`config.mk`:
```
export PLATFORM = sky130hd
export DESIGN_NAME = safe_mode_sequencer_flat
export DESIGN_NICKNAME = d
export VERILOG_FILES = /design/src/rtl/safe_mode_sequencer_if.sv /design/src/rtl/safe_mode_sequencer.sv /design/src/flat_wrapper.sv
export SDC_FILE = /design/constraint.sdc
export NUM_CORES = 1
export LEC_CHECK = 0
export CORE_ASPECT_RATIO = 1.25
export CORE_MARGIN = 1.5
export CORE_UTILIZATION = 65
export DETAILED_ROUTE_END_ITERATION = 8
export DONT_BUFFER_PORTS = 1
export HOLD_SLACK_MARGIN = 0.06
export PLACE_DENSITY_LB_ADDON = 0.12
export SETUP_SLACK_MARGIN = 0.1
export SYNTH_ARGS = -nofsm -noshare
export SYNTH_HDL_FRONTEND = slang
export SYNTH_SLANG_ARGS = --single-unit
```
`constraint.sdc`:
```
create_clock -name clk_i -period 4.05 [get_ports clk_i]
set_input_delay 0.405 -clock clk_i [delete_from_list [all_inputs] [get_ports clk_i]]
set_output_delay 0.405 -clock clk_i [all_outputs]
set_load 0.01 [all_outputs]
```
`src/rtl/safe_mode_sequencer_if.sv`:
```
// Control/status bundle of safe_mode_sequencer: "master" is the CPU wrapper side,
// "slave" is the sequencer. Signal names keep the legacy _i/_o port names.
interface safe_mode_sequencer_if #(
   parameter int unsigned NCores    = 3,
   parameter int unsigned AddrWidth = 32,
   parameter int unsigned IdxW      = (NCores > 1) ? $clog2(NCores) : 1
);
   logic                 start_i;
   logic                 cfg_src_sw_i;
   logic [IdxW-1:0]      ext_master_i;
   logic                 ext_safe_mode_i;
   logic [1:0]           ext_safe_cfg_i;
   logic                 ext_critical_i;
   logic [IdxW-1:0]      sw_master_i;
   logic                 sw_safe_mode_i;
   logic [1:0]           sw_safe_cfg_i;
   logic                 sw_critical_i;
   logic [AddrWidth-1:0] boot_addr_i;
   logic [NCores-1:0]    core_sync_ack_i;
   logic                 end_sw_routine_i;

   logic [IdxW-1:0]      master_core_o;
   logic                 safe_mode_o;
   logic [1:0]           safe_cfg_o;
   logic                 critical_section_o;
   logic [AddrWidth-1:0] entry_address_o;
   logic [NCores-1:0]    active_mask_o;
   logic [NCores-1:0]    fetch_en_o;
   logic                 sync_req_o;
   logic                 busy_o;
   logic                 done_o;
   logic                 error_o;
   logic [1:0]           err_code_o;

   modport master (
      output start_i, cfg_src_sw_i, ext_master_i, ext_safe_mode_i, ext_safe_cfg_i,
             ext_critical_i, sw_master_i, sw_safe_mode_i, sw_safe_cfg_i, sw_critical_i,
             boot_addr_i, core_sync_ack_i, end_sw_routine_i,
      input  master_core_o, safe_mode_o, safe_cfg_o, critical_section_o, entry_address_o,
             active_mask_o, fetch_en_o, sync_req_o, busy_o, done_o, error_o, err_code_o
   );

   modport slave (
      input  start_i, cfg_src_sw_i, ext_master_i, ext_safe_mode_i, ext_safe_cfg_i,
             ext_critical_i, sw_master_i, sw_safe_mode_i, sw_safe_cfg_i, sw_critical_i,
             boot_addr_i, core_sync_ack_i, end_sw_routine_i,
      output master_core_o, safe_mode_o, safe_cfg_o, critical_section_o, entry_address_o,
             active_mask_o, fetch_en_o, sync_req_o, busy_o, done_o, error_o, err_code_o
   );
endinterface

```
`src/rtl/safe_mode_sequencer.sv`:
```
// N-core safe-mode start/sync/end sequencer for the redundant CPU wrapper.
// Define SAFE_SEQ_TIMEOUT_EN to bound the sync barrier by TimeoutCycles.
module safe_mode_sequencer #(
   parameter int unsigned  NCores        = 3,
   parameter int unsigned  AddrWidth     = 32,
   parameter int unsigned  TimeoutCycles = 1024,
   localparam int unsigned IdxW          = (NCores > 1) ? $clog2(NCores) : 1
) (
   input logic                  clk_i,
   input logic                  rst_ni,
   safe_mode_sequencer_if.slave bus
);
   localparam logic [2:0] S_IDLE  = 3'd0;
   localparam logic [2:0] S_CHECK = 3'd1;
   localparam logic [2:0] S_SYNC  = 3'd2;
   localparam logic [2:0] S_RUN   = 3'd3;
   localparam logic [2:0] S_DONE  = 3'd4;
   localparam logic [2:0] S_ERROR = 3'd5;

   localparam logic [1:0] CFG_DMR  = 2'b01;
   localparam logic [1:0] CFG_TMR  = 2'b10;
   localparam logic [1:0] CFG_RSVD = 2'b11;

   localparam logic [1:0] ERR_NONE    = 2'b00;
   localparam logic [1:0] ERR_CFG     = 2'b01;
   localparam logic [1:0] ERR_TIMEOUT = 2'b10;
   localparam logic [1:0] ERR_ABORT   = 2'b11;

   if (NCores < 2 || TimeoutCycles < 2 || AddrWidth < 1) begin : g_param_check
      $error("safe_mode_sequencer: NCores and TimeoutCycles must be >= 2");
   end

   logic [2:0]        state, state_next;
   logic              start_q, start_rise;
   logic [NCores-1:0] ack_seen, ack_now, cfg_mask;
   logic              barrier_done, timeout_hit, cfg_bad, dmr_sel, tmr_sel;
   logic              err_set;
   logic [1:0]        err_code_set;
   int unsigned       master_idx, next_idx;

   assign start_rise   = bus.start_i & ~start_q;
   assign ack_now      = bus.core_sync_ack_i & bus.active_mask_o;
   assign barrier_done = ((ack_seen | ack_now) == bus.active_mask_o);

   // Mask derivation works on the latched outputs, which settle one cycle before CHECK.
   always_comb begin
      master_idx = 32'(bus.master_core_o);
      next_idx   = (master_idx + 1) % NCores;
      dmr_sel    = bus.safe_mode_o && (bus.safe_cfg_o == CFG_DMR);
      tmr_sel    = bus.safe_mode_o && (bus.safe_cfg_o == CFG_TMR);
      cfg_bad    = (bus.safe_cfg_o == CFG_RSVD) || (master_idx >= NCores) ||
                   (tmr_sel && ((NCores < 3) || (master_idx >= 3)));
      cfg_mask   = '0;
      for (int unsigned i = 0; i < NCores; i++) begin
         cfg_mask[i] = (i == master_idx) || (dmr_sel && (i == next_idx)) || (tmr_sel && (i < 3));
      end
   end

`ifdef SAFE_SEQ_TIMEOUT_EN
   localparam int unsigned CntW = $clog2(TimeoutCycles + 1);
   logic [CntW-1:0] timeout_cnt;

   always_ff @(posedge clk_i or negedge rst_ni) begin
      if (!rst_ni)               timeout_cnt <= '0;
      else if (state != S_SYNC)  timeout_cnt <= '0;
      else                       timeout_cnt <= timeout_cnt + CntW'(1);
   end

   assign timeout_hit = (state == S_SYNC) && (timeout_cnt == CntW'(TimeoutCycles - 1));
`else
   assign timeout_hit = 1'b0;
`endif

   // Abort outranks barrier completion in SYNC; end-of-routine outranks abort in RUN.
   always_comb begin
      state_next   = state;
      err_set      = 1'b0;
      err_code_set = ERR_NONE;
      case (state)
         S_IDLE:  if (start_rise) state_next = S_CHECK;
         S_CHECK: begin
            if (cfg_bad) begin
               state_next   = S_ERROR;
               err_set      = 1'b1;
               err_code_set = ERR_CFG;
            end else begin
               state_next = S_SYNC;
            end
         end
         S_SYNC: begin
            if (!bus.start_i) begin
               state_next   = S_ERROR;
               err_set      = 1'b1;
               err_code_set = ERR_ABORT;
            end else if (barrier_done) begin
               state_next = S_RUN;
            end else if (timeout_hit) begin
               state_next   = S_ERROR;
               err_set      = 1'b1;
               err_code_set = ERR_TIMEOUT;
            end
         end
         S_RUN: begin
            if (bus.end_sw_routine_i) begin
               state_next = S_DONE;
            end else if (!bus.start_i) begin
               state_next   = S_ERROR;
               err_set      = 1'b1;
               err_code_set = ERR_ABORT;
            end
         end
         S_DONE:  state_next = S_IDLE;
         S_ERROR: if (!bus.start_i) state_next = S_IDLE;
         default: state_next = S_IDLE;
      endcase
   end

   always_ff @(posedge clk_i or negedge rst_ni) begin
      if (!rst_ni) begin
         state                  <= S_IDLE;
         start_q                <= 1'b0;
         ack_seen               <= '0;
         bus.master_core_o      <= '0;
         bus.safe_mode_o        <= 1'b0;
         bus.safe_cfg_o         <= '0;
         bus.critical_section_o <= 1'b0;
         bus.entry_address_o    <= '0;
         bus.active_mask_o      <= '0;
         bus.error_o            <= 1'b0;
         bus.err_code_o         <= '0;
      end else begin
         state   <= state_next;
         start_q <= bus.start_i;

         if (state == S_IDLE && start_rise) begin
            bus.master_core_o      <= bus.cfg_src_sw_i ? bus.sw_master_i    : bus.ext_master_i;
            bus.safe_mode_o        <= bus.cfg_src_sw_i ? bus.sw_safe_mode_i : bus.ext_safe_mode_i;
            bus.safe_cfg_o         <= bus.cfg_src_sw_i ? bus.sw_safe_cfg_i  : bus.ext_safe_cfg_i;
            bus.critical_section_o <= bus.cfg_src_sw_i ? bus.sw_critical_i  : bus.ext_critical_i;
            bus.entry_address_o    <= bus.boot_addr_i;
            bus.error_o            <= 1'b0;
            bus.err_code_o         <= ERR_NONE;
         end

         if (state == S_CHECK) bus.active_mask_o <= cfg_bad ? '0 : cfg_mask;

         if (state == S_SYNC && state_next == S_SYNC) ack_seen <= ack_seen | ack_now;
         else                                         ack_seen <= '0;

         if (err_set) begin
            bus.error_o    <= 1'b1;
            bus.err_code_o <= err_code_set;
         end
      end
   end

   assign bus.fetch_en_o = (state == S_SYNC || state == S_RUN) ? bus.active_mask_o : '0;
   assign bus.sync_req_o = (state == S_SYNC);
   assign bus.busy_o     = (state != S_IDLE);
   assign bus.done_o     = (state == S_DONE);
endmodule

```
`src/flat_wrapper.sv`:
```
// flat-port wrapper written by rule: the top's interface ports become plain ports
module safe_mode_sequencer_flat 
#(
   parameter int unsigned  NCores        = 3,
   parameter int unsigned  AddrWidth     = 32,
   parameter int unsigned  TimeoutCycles = 1024,
   localparam int unsigned IdxW          = (NCores > 1) ? $clog2(NCores) : 1
)
  (clk_i, rst_ni, bus_start_i, bus_cfg_src_sw_i, bus_ext_master_i, bus_ext_safe_mode_i, bus_ext_safe_cfg_i, bus_ext_critical_i, bus_sw_master_i, bus_sw_safe_mode_i, bus_sw_safe_cfg_i, bus_sw_critical_i, bus_boot_addr_i, bus_core_sync_ack_i, bus_end_sw_routine_i, bus_master_core_o, bus_safe_mode_o, bus_safe_cfg_o, bus_critical_section_o, bus_entry_address_o, bus_active_mask_o, bus_fetch_en_o, bus_sync_req_o, bus_busy_o, bus_done_o, bus_error_o, bus_err_code_o);
  safe_mode_sequencer_if #(.NCores(NCores), .AddrWidth(AddrWidth)) bus_i ();
  input logic clk_i;
  input logic rst_ni;
  input wire logic [$bits(bus_i.start_i)-1:0] bus_start_i;
  input wire logic [$bits(bus_i.cfg_src_sw_i)-1:0] bus_cfg_src_sw_i;
  input wire logic [$bits(bus_i.ext_master_i)-1:0] bus_ext_master_i;
  input wire logic [$bits(bus_i.ext_safe_mode_i)-1:0] bus_ext_safe_mode_i;
  input wire logic [$bits(bus_i.ext_safe_cfg_i)-1:0] bus_ext_safe_cfg_i;
  input wire logic [$bits(bus_i.ext_critical_i)-1:0] bus_ext_critical_i;
  input wire logic [$bits(bus_i.sw_master_i)-1:0] bus_sw_master_i;
  input wire logic [$bits(bus_i.sw_safe_mode_i)-1:0] bus_sw_safe_mode_i;
  input wire logic [$bits(bus_i.sw_safe_cfg_i)-1:0] bus_sw_safe_cfg_i;
  input wire logic [$bits(bus_i.sw_critical_i)-1:0] bus_sw_critical_i;
  input wire logic [$bits(bus_i.boot_addr_i)-1:0] bus_boot_addr_i;
  input wire logic [$bits(bus_i.core_sync_ack_i)-1:0] bus_core_sync_ack_i;
  input wire logic [$bits(bus_i.end_sw_routine_i)-1:0] bus_end_sw_routine_i;
  output wire logic [$bits(bus_i.master_core_o)-1:0] bus_master_core_o;
  output wire logic [$bits(bus_i.safe_mode_o)-1:0] bus_safe_mode_o;
  output wire logic [$bits(bus_i.safe_cfg_o)-1:0] bus_safe_cfg_o;
  output wire logic [$bits(bus_i.critical_section_o)-1:0] bus_critical_section_o;
  output wire logic [$bits(bus_i.entry_address_o)-1:0] bus_entry_address_o;
  output wire logic [$bits(bus_i.active_mask_o)-1:0] bus_active_mask_o;
  output wire logic [$bits(bus_i.fetch_en_o)-1:0] bus_fetch_en_o;
  output wire logic [$bits(bus_i.sync_req_o)-1:0] bus_sync_req_o;
  output wire logic [$bits(bus_i.busy_o)-1:0] bus_busy_o;
  output wire logic [$bits(bus_i.done_o)-1:0] bus_done_o;
  output wire logic [$bits(bus_i.error_o)-1:0] bus_error_o;
  output wire logic [$bits(bus_i.err_code_o)-1:0] bus_err_code_o;
  assign bus_i.start_i = bus_start_i;
  assign bus_i.cfg_src_sw_i = bus_cfg_src_sw_i;
  assign bus_i.ext_master_i = bus_ext_master_i;
  assign bus_i.ext_safe_mode_i = bus_ext_safe_mode_i;
  assign bus_i.ext_safe_cfg_i = bus_ext_safe_cfg_i;
  assign bus_i.ext_critical_i = bus_ext_critical_i;
  assign bus_i.sw_master_i = bus_sw_master_i;
  assign bus_i.sw_safe_mode_i = bus_sw_safe_mode_i;
  assign bus_i.sw_safe_cfg_i = bus_sw_safe_cfg_i;
  assign bus_i.sw_critical_i = bus_sw_critical_i;
  assign bus_i.boot_addr_i = bus_boot_addr_i;
  assign bus_i.core_sync_ack_i = bus_core_sync_ack_i;
  assign bus_i.end_sw_routine_i = bus_end_sw_routine_i;
  assign bus_master_core_o = bus_i.master_core_o;
  assign bus_safe_mode_o = bus_i.safe_mode_o;
  assign bus_safe_cfg_o = bus_i.safe_cfg_o;
  assign bus_critical_section_o = bus_i.critical_section_o;
  assign bus_entry_address_o = bus_i.entry_address_o;
  assign bus_active_mask_o = bus_i.active_mask_o;
  assign bus_fetch_en_o = bus_i.fetch_en_o;
  assign bus_sync_req_o = bus_i.sync_req_o;
  assign bus_busy_o = bus_i.busy_o;
  assign bus_done_o = bus_i.done_o;
  assign bus_error_o = bus_i.error_o;
  assign bus_err_code_o = bus_i.err_code_o;
  safe_mode_sequencer #(.NCores(NCores), .AddrWidth(AddrWidth), .TimeoutCycles(TimeoutCycles)) u_core (.clk_i(clk_i), .rst_ni(rst_ni), .bus(bus_i));
endmodule
```
# Word-level counts from Yosys, hierarchy flattened
# Index checks and enable logic that the tools add are counted.
dict set report totals {
  elab_cells 81
  output_inout_bits 50
  ff_bits 51
}
dict set report classes {
  reduce_logical 22
  n_div 1
  mux 27
  add_sub_neg 1
  n_bitwise 4
  magnitude_cmp 1
  n_eq_ne 14
}
# operator n
set ops {}
lappend ops {{$eq 1x32->1 const A} 1}
lappend ops {{$eq 2x32->1 const A} 1}
lappend ops {{$logic_not 32->1} 1}
lappend ops {{$mod 32x2->32 const B} 1}
lappend ops {{$mux 3} 10}
lappend ops {{$pmux 3 s5} 1}
lappend ops {{$mux 2} 6}
lappend ops {{$eq 3x2->1 const B} 3}
lappend ops {{$logic_or 1x1->1} 9}
lappend ops {{$logic_and 1x1->1} 8}
lappend ops {{$mux 1} 8}
lappend ops {{$eq 3x3->1 const B} 2}
lappend ops {{$pmux 2 s3} 1}
lappend ops {{$eq 2x2->1 const B} 2}
lappend ops {{$add 2x1->3 const B} 1}
lappend ops {{$and 3x3->3} 1}
lappend ops {{$eq 3x1->1 const B} 1}
lappend ops {{$eq 3x3->1} 1}
lappend ops {{$logic_not 3->1} 1}
lappend ops {{$or 3x3->3} 1}
lappend ops {{$pmux 1 s3} 1}
lappend ops {{$reduce_bool 3->1} 1}
lappend ops {{$eq 1x2->1 const A} 1}
lappend ops {{$eq 2x1->1 const B} 1}
lappend ops {{other kinds (6)} 6}

# Logic depth before layout (Yosys ltp)
# Gate-level depths: netlist of the first run.
dict set report depth {
  word_depth 9
  depth_mapped 7
  depth_no_buf 5
}

# Worst setup path before layout of the first run
# No wires, ideal clock.
dict set report synth_timing {
  kind {register to register}
  startpoint {register u_core.state[1]}
  endpoint {register u_core.bus.entry_address_o[12]}
  stages_incl_launch_ff 7
  t_arrival_ps 1804
  setup_time_ps 125
  synth_period_minus_slack_ps 1929
  required_time_ps 3925
  slack_ps 2121
  path_cell_list {dfrtp_1 -> buf_6 -> or3_4 -> or3b_1 -> buf_6 -> buf_12 -> mux2_4}
}
dict set report synth_between {
  elab_chain_cells 2
}
# item line
set synth_rtl {}
lappend synth_rtl {{start: declaration} safe_mode_sequencer.sv:33} ;# logic [2:0] state, state_next;
lappend synth_rtl {{start signal: assignment} safe_mode_sequencer.sv:132} ;# state <= state_next;
lappend synth_rtl {{$logic_not 3->1} safe_mode_sequencer.sv:135} ;# if (state == S_IDLE && start_rise) begin
lappend synth_rtl {{$logic_and 1x1->1} safe_mode_sequencer.sv:135}
lappend synth_rtl {{end signal: assignment} safe_mode_sequencer.sv:140} ;# bus.entry_address_o <= bus.boot_addr_i;
lappend synth_rtl {{end: declaration} safe_mode_sequencer_if.sv:47} ;# output master_core_o, safe_mode_o, safe_cfg_o, critical_section_o, entry_address_o,
# No other way between the ends.
# A chain may end at the register's enable or synchronous reset.

# Worst setup path after layout of the first run
dict set report layout_timing {
  startpoint {register u_core.state[0]}
  endpoint {register u_core.bus.entry_address_o[5]}
}
# Same word-level chain as after synthesis.

==> results by group, run 1 <==
Power
  • Sw Ratio: 36.8%
  • Comb pwr share: 29.5%
  • Switching power: 0.000703 W
  • Clock share of power: 15.5%
  • VDD IR max: 0.513 mV
  • Sequential power share: 54.9%
  • Internal: 0.00121 W
  • Leak: 1.18 nW
  • Power Density: 775 mW/mm^2

Route
  • Total number of vias: 1354
  • Antenna-violating nets left: 0
  • First DRT Iteration DRCs: 40
  • Router iterations before antenna repair: 4
  • Total wire length: 4230 um
  • Via density: 6.21
  • DR WL/cell: 19.4 um
  • DRC Markers: 0

Finish
  • Layout area overhead: 4.24%
  • Nets@finish: 236
  • N_diodes: 0
  • Share of cells above drive strength 1: 24.6%

Synthesis
  • Post-synth top cells: dfrtp_1 (50), mux2_4 (26), nand2_1 (13)
  • Sequential-to-total area share from yosys stat: 53.0%
  • YS warnings: 0
  • Yosys top cell by area: dfrtp_1
  • Synthesized netlist cell count: 177
  • Synth top area cells: dfrtp_1 (53%), mux2_4 (17%), ha_1 (3.2%)
  • Synthesis-stage register bit count: 50
  • Most common cell in the synthesized netlist: dfrtp_1
  • Library cells used by synthesis: 34
  • Post-synth top area share: 53.0%
  • EDFF count, synth: 0
  • Synth Flop Type: dfrtp_1
  • Syn Nets: 235
  • Mapped Area: 0.00236 mm^2
  • Syn Area/Cell: 13.3 um^2
  • Async S/R FF share, synth: 100%

Worst setup path
  • Crit path max-delay family: simple AND/OR/NAND/NOR gates
  • Worst endpoint required time: 4240 ps
  • Worst reg-to-reg setup slack: 1610 ps
  • Worst R2R End: u_core.bus.entry_address_o[5]
  • Critical Setup Path Class: flip-flop to flip-flop
  • Critical path, cell by cell: or3_4 > or3b_2 > buf_4 > mux2_4
  • Crit path max fanout: 32
  • Worst r2r path cells: 4
  • Startpoint type of the worst setup path: flip-flop
  • Critical R2R Launch: u_core.state[0]
  • CP startpoint: u_core.state[0]
  • Crit-path max cell delay: 700 ps
  • Worst path slowest cell: or3b_2
  • Buf/Inv on CP: 1
  • Endpoint arrival time on the critical path: 2620 ps
  • CP endpoint kind: flip-flop

Timing
  • Period utilization: 60.2%
  • Final Hold Viols: 0
  • Max frequency: 410 MHz
  • Min Hold Slack: 132 ps
  • Tmin final: 2440 ps
  • Clk_skew: 6.44 ps
  • Sum Neg Setup Slack: 0 ps
  • Final setup viols: 0
  • Slew Viols, Final: 0
  • Relative slew margins: 59.4%
  • Worst slew pin tran: 608 ps
  • RSZ-0062 raised after global routing: false

Floorplanning
  • IO Count: 102
  • Initial Util: 67.8%
  • Die H: 70.4 um
  • Row count: 24
  • Die width: 56.9 um
  • Die Area: 0.00401 mm^2
  • CORE AREA: 0.00348 mm^2

GRT
  • Antenna violations before repair: 0
  • Congestion Overflow GR: 0
  • First-pass GRT wire length: 6730 um
  • Vias in the first global route: 1420
  • Total GRT Usage: 21.5%
  • Largest net degree at the start of global routing: 51

CTS
  • CTS Buf Count: 5
  • CTS-repair resized insts: 0
  • Worst skew pair latency: 300 ps
  • Root buf cell: clkbuf_8
  • Post-CTS setup buffers: 0
  • CTS tree: done
  • Clk buf depth: 2
  • Reg clk slew, reported paths: 90 ps
  • Clk sink count: 50
  • Hold buffers post-CTS: 2
  • H-tree depth: 2

Placed design
  • Hpwl dp: 3120 um
  • Port bufs: 0
  • Gpl congestion: 0.840

Job
  • Max Cap Violations: 0

Worst hold path
  • Hold_sp: bus_start_i
  • Hold WC Path Type: input port to flip-flop
  • Hold Path Sink: u_core.start_q
  • Hold depth: 0

Status
  • Status: finished, final reports clean
## worst max path at each step
stage / to / slack, ps / cells after the start
after floorplan: u_core.bus.entry_address_o[12] / 2120 / 6
after global placement: u_core.bus.entry_address_o[5] / 1700 / 4
after detailed placement: u_core.bus.entry_address_o[5] / 1630 / 4
after CTS: u_core.bus.entry_address_o[5] / 1610 / 4
after global routing: u_core.bus.entry_address_o[25] / 1530 / 4
final: u_core.bus.entry_address_o[5] / 1610 / 4
## flip-flops by register name, indices dropped and copies added, names as in the netlist
signal                         cells
u_core.state                       3
u_core.bus.master_core_o           2
u_core.bus.err_code_o              2
u_core.start_q                     1
u_core.bus.entry_address_o        32
u_core.ack_seen                    3
u_core.bus.safe_cfg_o              2
u_core.bus.critical_section_o      1
u_core.bus.safe_mode_o             1
u_core.bus.active_mask_o           3
## layout by cell type (no fill, tap or decap), types with 2 or more instances in the layout
cell,instances
o21ai_0,10
dfrtp_1,50
mux2_4,26
o22ai_1,2
nor2b_1,4
ha_1,6
nor3_1,4
a211oi_1,2
nor3b_1,4
nor2_1,3
nand2b_1,5
and2_1,3
clkbuf_8,6
mux2i_1,7
mux2_2,6
a21oi_1,4
nand2_1,13
a311oi_1,3
inv_1,5
## final cells by class
| type | count | area [um^2] |
|---|---|---|
| inverters | 5 | 18.8 |
| flip-flops and latches | 50 | 1250 |
| multi-input cells | 113 | 1000 |
| clock inverters | 2 | 16.3 |
| fillers | 256 | 1020 |
| clock buffers | 6 | 82.6 |
| well taps | 39 | 48.8 |
| repair buffers | 3 | 45.0 |
## power groups by stage
| stage | combinational (W) | sequential, W | clock [W] |
|---|---|---|---|
| after floorplan | 0.000533 | 0.000977 | 0 |
| after global placement | 0.000523 | 0.00105 | 0 |
| after detailed placement | 0.000551 | 0.00106 | 0 |
| after CTS | 0.000569 | 0.00105 | 0.000305 |
| after global routing | 0.000622 | 0.00108 | 0.000328 |
| final | 0.000564 | 0.00105 | 0.000296 |
## layer usage
layer	share of wire, %	track usage [%]
met1	36	25.0
met2	52	35.1
met3	11	9.63
met4	1.1	7.49
met5	0	0
## kinds of logic after synthesis
kind of cell / Yosys count / share of synthesized area, %
fa+ha+maj: 6 / 3.18
compound gates: 25 / 6.57
simple gates: 43 / 10.2
mux: 39 / 22.4
buf+inv: 14 / 4.71
flops: 50 / 53.0
## stage by stage
step / util [%] / instances / area, um^2 / total power, W / setup slack, ps
after floorplan: - / 177 / 2360 / 0.00151 / 2120
after global placement: 66.8 / 208 / 2330 / 0.00157 / 1700
after detailed placement: 66.8 / 208 / 2330 / 0.00161 / 1630
after CTS: 70.7 / 218 / 2460 / 0.00192 / 1610
after global routing: 70.7 / 218 / 2460 / 0.00203 / 1530
final: 70.7 / 218 / 2460 / 0.00191 / 1610
Power figures use the tool's default switching activity.
==> inputs of run 2 (changes only) <==
Settings changed: CORE_UTILIZATION 65 to 62.
Clock period 4.05 ns to 2.4 ns, I/O delays scaled along.
==> run 2 against run 1 <==
Compared with the run above:
- the flow now finishes with violations (DRC)
- final area grew 2.2%
- setup slack lost 1300 ps
- clock skew grew 3.2 ps
- register-to-register slack lost 1300 ps
- routed wire length grew 4.4%
==> results by group, run 2 (same netlist as run 1, synthesis figures left out) <==
Status
  • Status: finished with violations
  • Failing checks: DRC

Placed design
  • Port bufs: 0
  • Hpwl dp: 3220 um
  • Post-DP Area: 0.00235 mm^2
  • Gpl congestion: 0.799
  • Post-Place Cells: 211

Timing
  • Slew Viols, Final: 0
  • Worst slew pin tran: 475 ps
  • Relative slew margins: 68.1%
  • RSZ-0062 raised after global routing: false
  • Final setup viols: 0
  • Period utilization: 89.1%
  • Clk_skew: 9.64 ps
  • Sum Neg Setup Slack: 0 ps
  • Max frequency: 468 MHz
  • Tmin final: 2140 ps
  • Min Hold Slack: 82.2 ps
  • Final Hold Viols: 0

Finish
  • Register area: 0.00125 mm^2
  • Commonest non-fill, non-tap cells in the layout: dfrtp_1 (50), mux2_4 (26), nand2_1 (13)
  • Most flop-heavy register: u_core.bus.entry_address_o
  • Nets@finish: 242
  • N_diodes: 0
  • Post-route cell area: 0.00252 mm^2
  • Layout area overhead: 6.51%
  • Area of the multi-input gates: 1000 um^2
  • Largest register FFs: 32
  • Share of cells above drive strength 1: 25.4%
  • Non-Filler Instances: 224
  • Most common cell after layout, fill and taps aside: dfrtp_1
  • Filler instances: 254

GRT
  • Vias in the first global route: 1511
  • Congestion Overflow GR: 0
  • Antenna violations before repair: 0
  • Total GRT Usage: 21.8%
  • Largest net degree at the start of global routing: 51
  • First-pass GRT wire length: 6840 um

Route
  • DR WL/cell: 19.7 um
  • Met3 WL post-DR: 402 um
  • Met2 WL: 2460 um
  • DRC Markers: 8
  • Antenna-violating nets left: 0
  • First DRT Iteration DRCs: 54
  • Total number of vias: 1393
  • WL met1: 1500 um
  • Total wire length: 4420 um
  • Via density: 6.22
  • Top Metal Used: met4
  • Router iterations before antenna repair: 7

Worst setup path
  • Startpoint type of the worst setup path: flip-flop
  • Critical Setup Path Class: flip-flop to flip-flop
  • Endpoint arrival time on the critical path: 2320 ps
  • Worst endpoint required time: 2580 ps
  • Crit path max fanout: 26
  • Worst reg-to-reg setup slack: 260 ps
  • CP endpoint kind: flip-flop

Power
  • VDD IR max: 0.690 mV
  • Sw Ratio: 36.8%
  • Comb pwr share: 30.5%
  • Sequential power share: 54.0%
  • Leak: 1.21 nW
  • Power Density: 1290 mW/mm^2
  • Final total power: 0.00325 W
  • Internal: 0.00206 W
  • Switching power: 0.00120 W
  • Clock share of power: 15.5%

Floorplanning
  • IO Count: 102
  • Die width: 58.2 um
  • Row count: 24
  • Initial Util: 66.1%
  • Die Area: 0.00419 mm^2
  • Die H: 72.0 um
  • CORE AREA: 0.00357 mm^2

CTS
  • Hold buffers post-CTS: 3
  • Reg clk slew, reported paths: 90 ps
  • Worst skew pair latency: 300 ps
  • Root buf cell: clkbuf_8
  • Post-CTS setup buffers: 0
  • CTS Buf Count: 5
  • CTS tree: done
  • H-tree depth: 2
  • Clk sink count: 50
  • CTS-repair resized insts: 0
  • Clk buf depth: 2

Worst hold path
  • Hold WC Path Type: input port to flip-flop

Job
  • Max Cap Violations: 0
run 2: layout make-up:
cell class / instances / area share, %
flip-flops and latches: 50 / 49.7
multi-input cells: 113 / 39.7
repair buffers: 9 / 3.88
clock buffers: 6 / 3.28
well taps: 39 / 1.94
inverters: 5 / 0.746
clock inverters: 2 / 0.696
run 2: final timing paths:
check,from,to,depth (start not counted)
max reg2reg,u_core.state[0],u_core.bus.entry_address_o[28],4
max in group asynchronous,rst_ni,u_core.bus.entry_address_o[28],2
min,bus_boot_addr_i[0],u_core.bus.entry_address_o[0],1
min in group asynchronous,rst_ni,u_core.bus.entry_address_o[10],2
min reg2reg,u_core.bus.critical_section_o,u_core.bus.critical_section_o,2
max,u_core.state[0],u_core.bus.entry_address_o[28],4
run 2: power by group through the flow:
stage	clock network (W)	registers, W	logic, W
floorplan	0	0.00165	0.000899
global placement	0	0.00175	0.000901
detailed placement	0	0.00178	0.000967
CTS	0.000522	0.00176	0.00100
global route	0.000558	0.00181	0.00110
finish	0.000503	0.00176	0.000991
run 2: worst max-delay path, cell delays in order, from the launching register on:
cell and delay, ps:
dfrtp_1 470, or3_4 450, or3b_2 460, buf_4 280, mux2_4 350
run 2: routing by layer:
layer	track usage, %	vias to the layer above
met4	6.98	0
met1	22.8	689
met2	39.8	65
met3	8.02	6
met5	0	-
li1	-	633
run 2: metrics by stage:
step,utilization (%),setup WS [ps]
2_1_floorplan,-,471
3_3_place_gp,65.7,345
3_5_place_dp,65.7,288
4_1_cts,69.9,261
5_1_grt,70.4,204
6_report,70.4,262
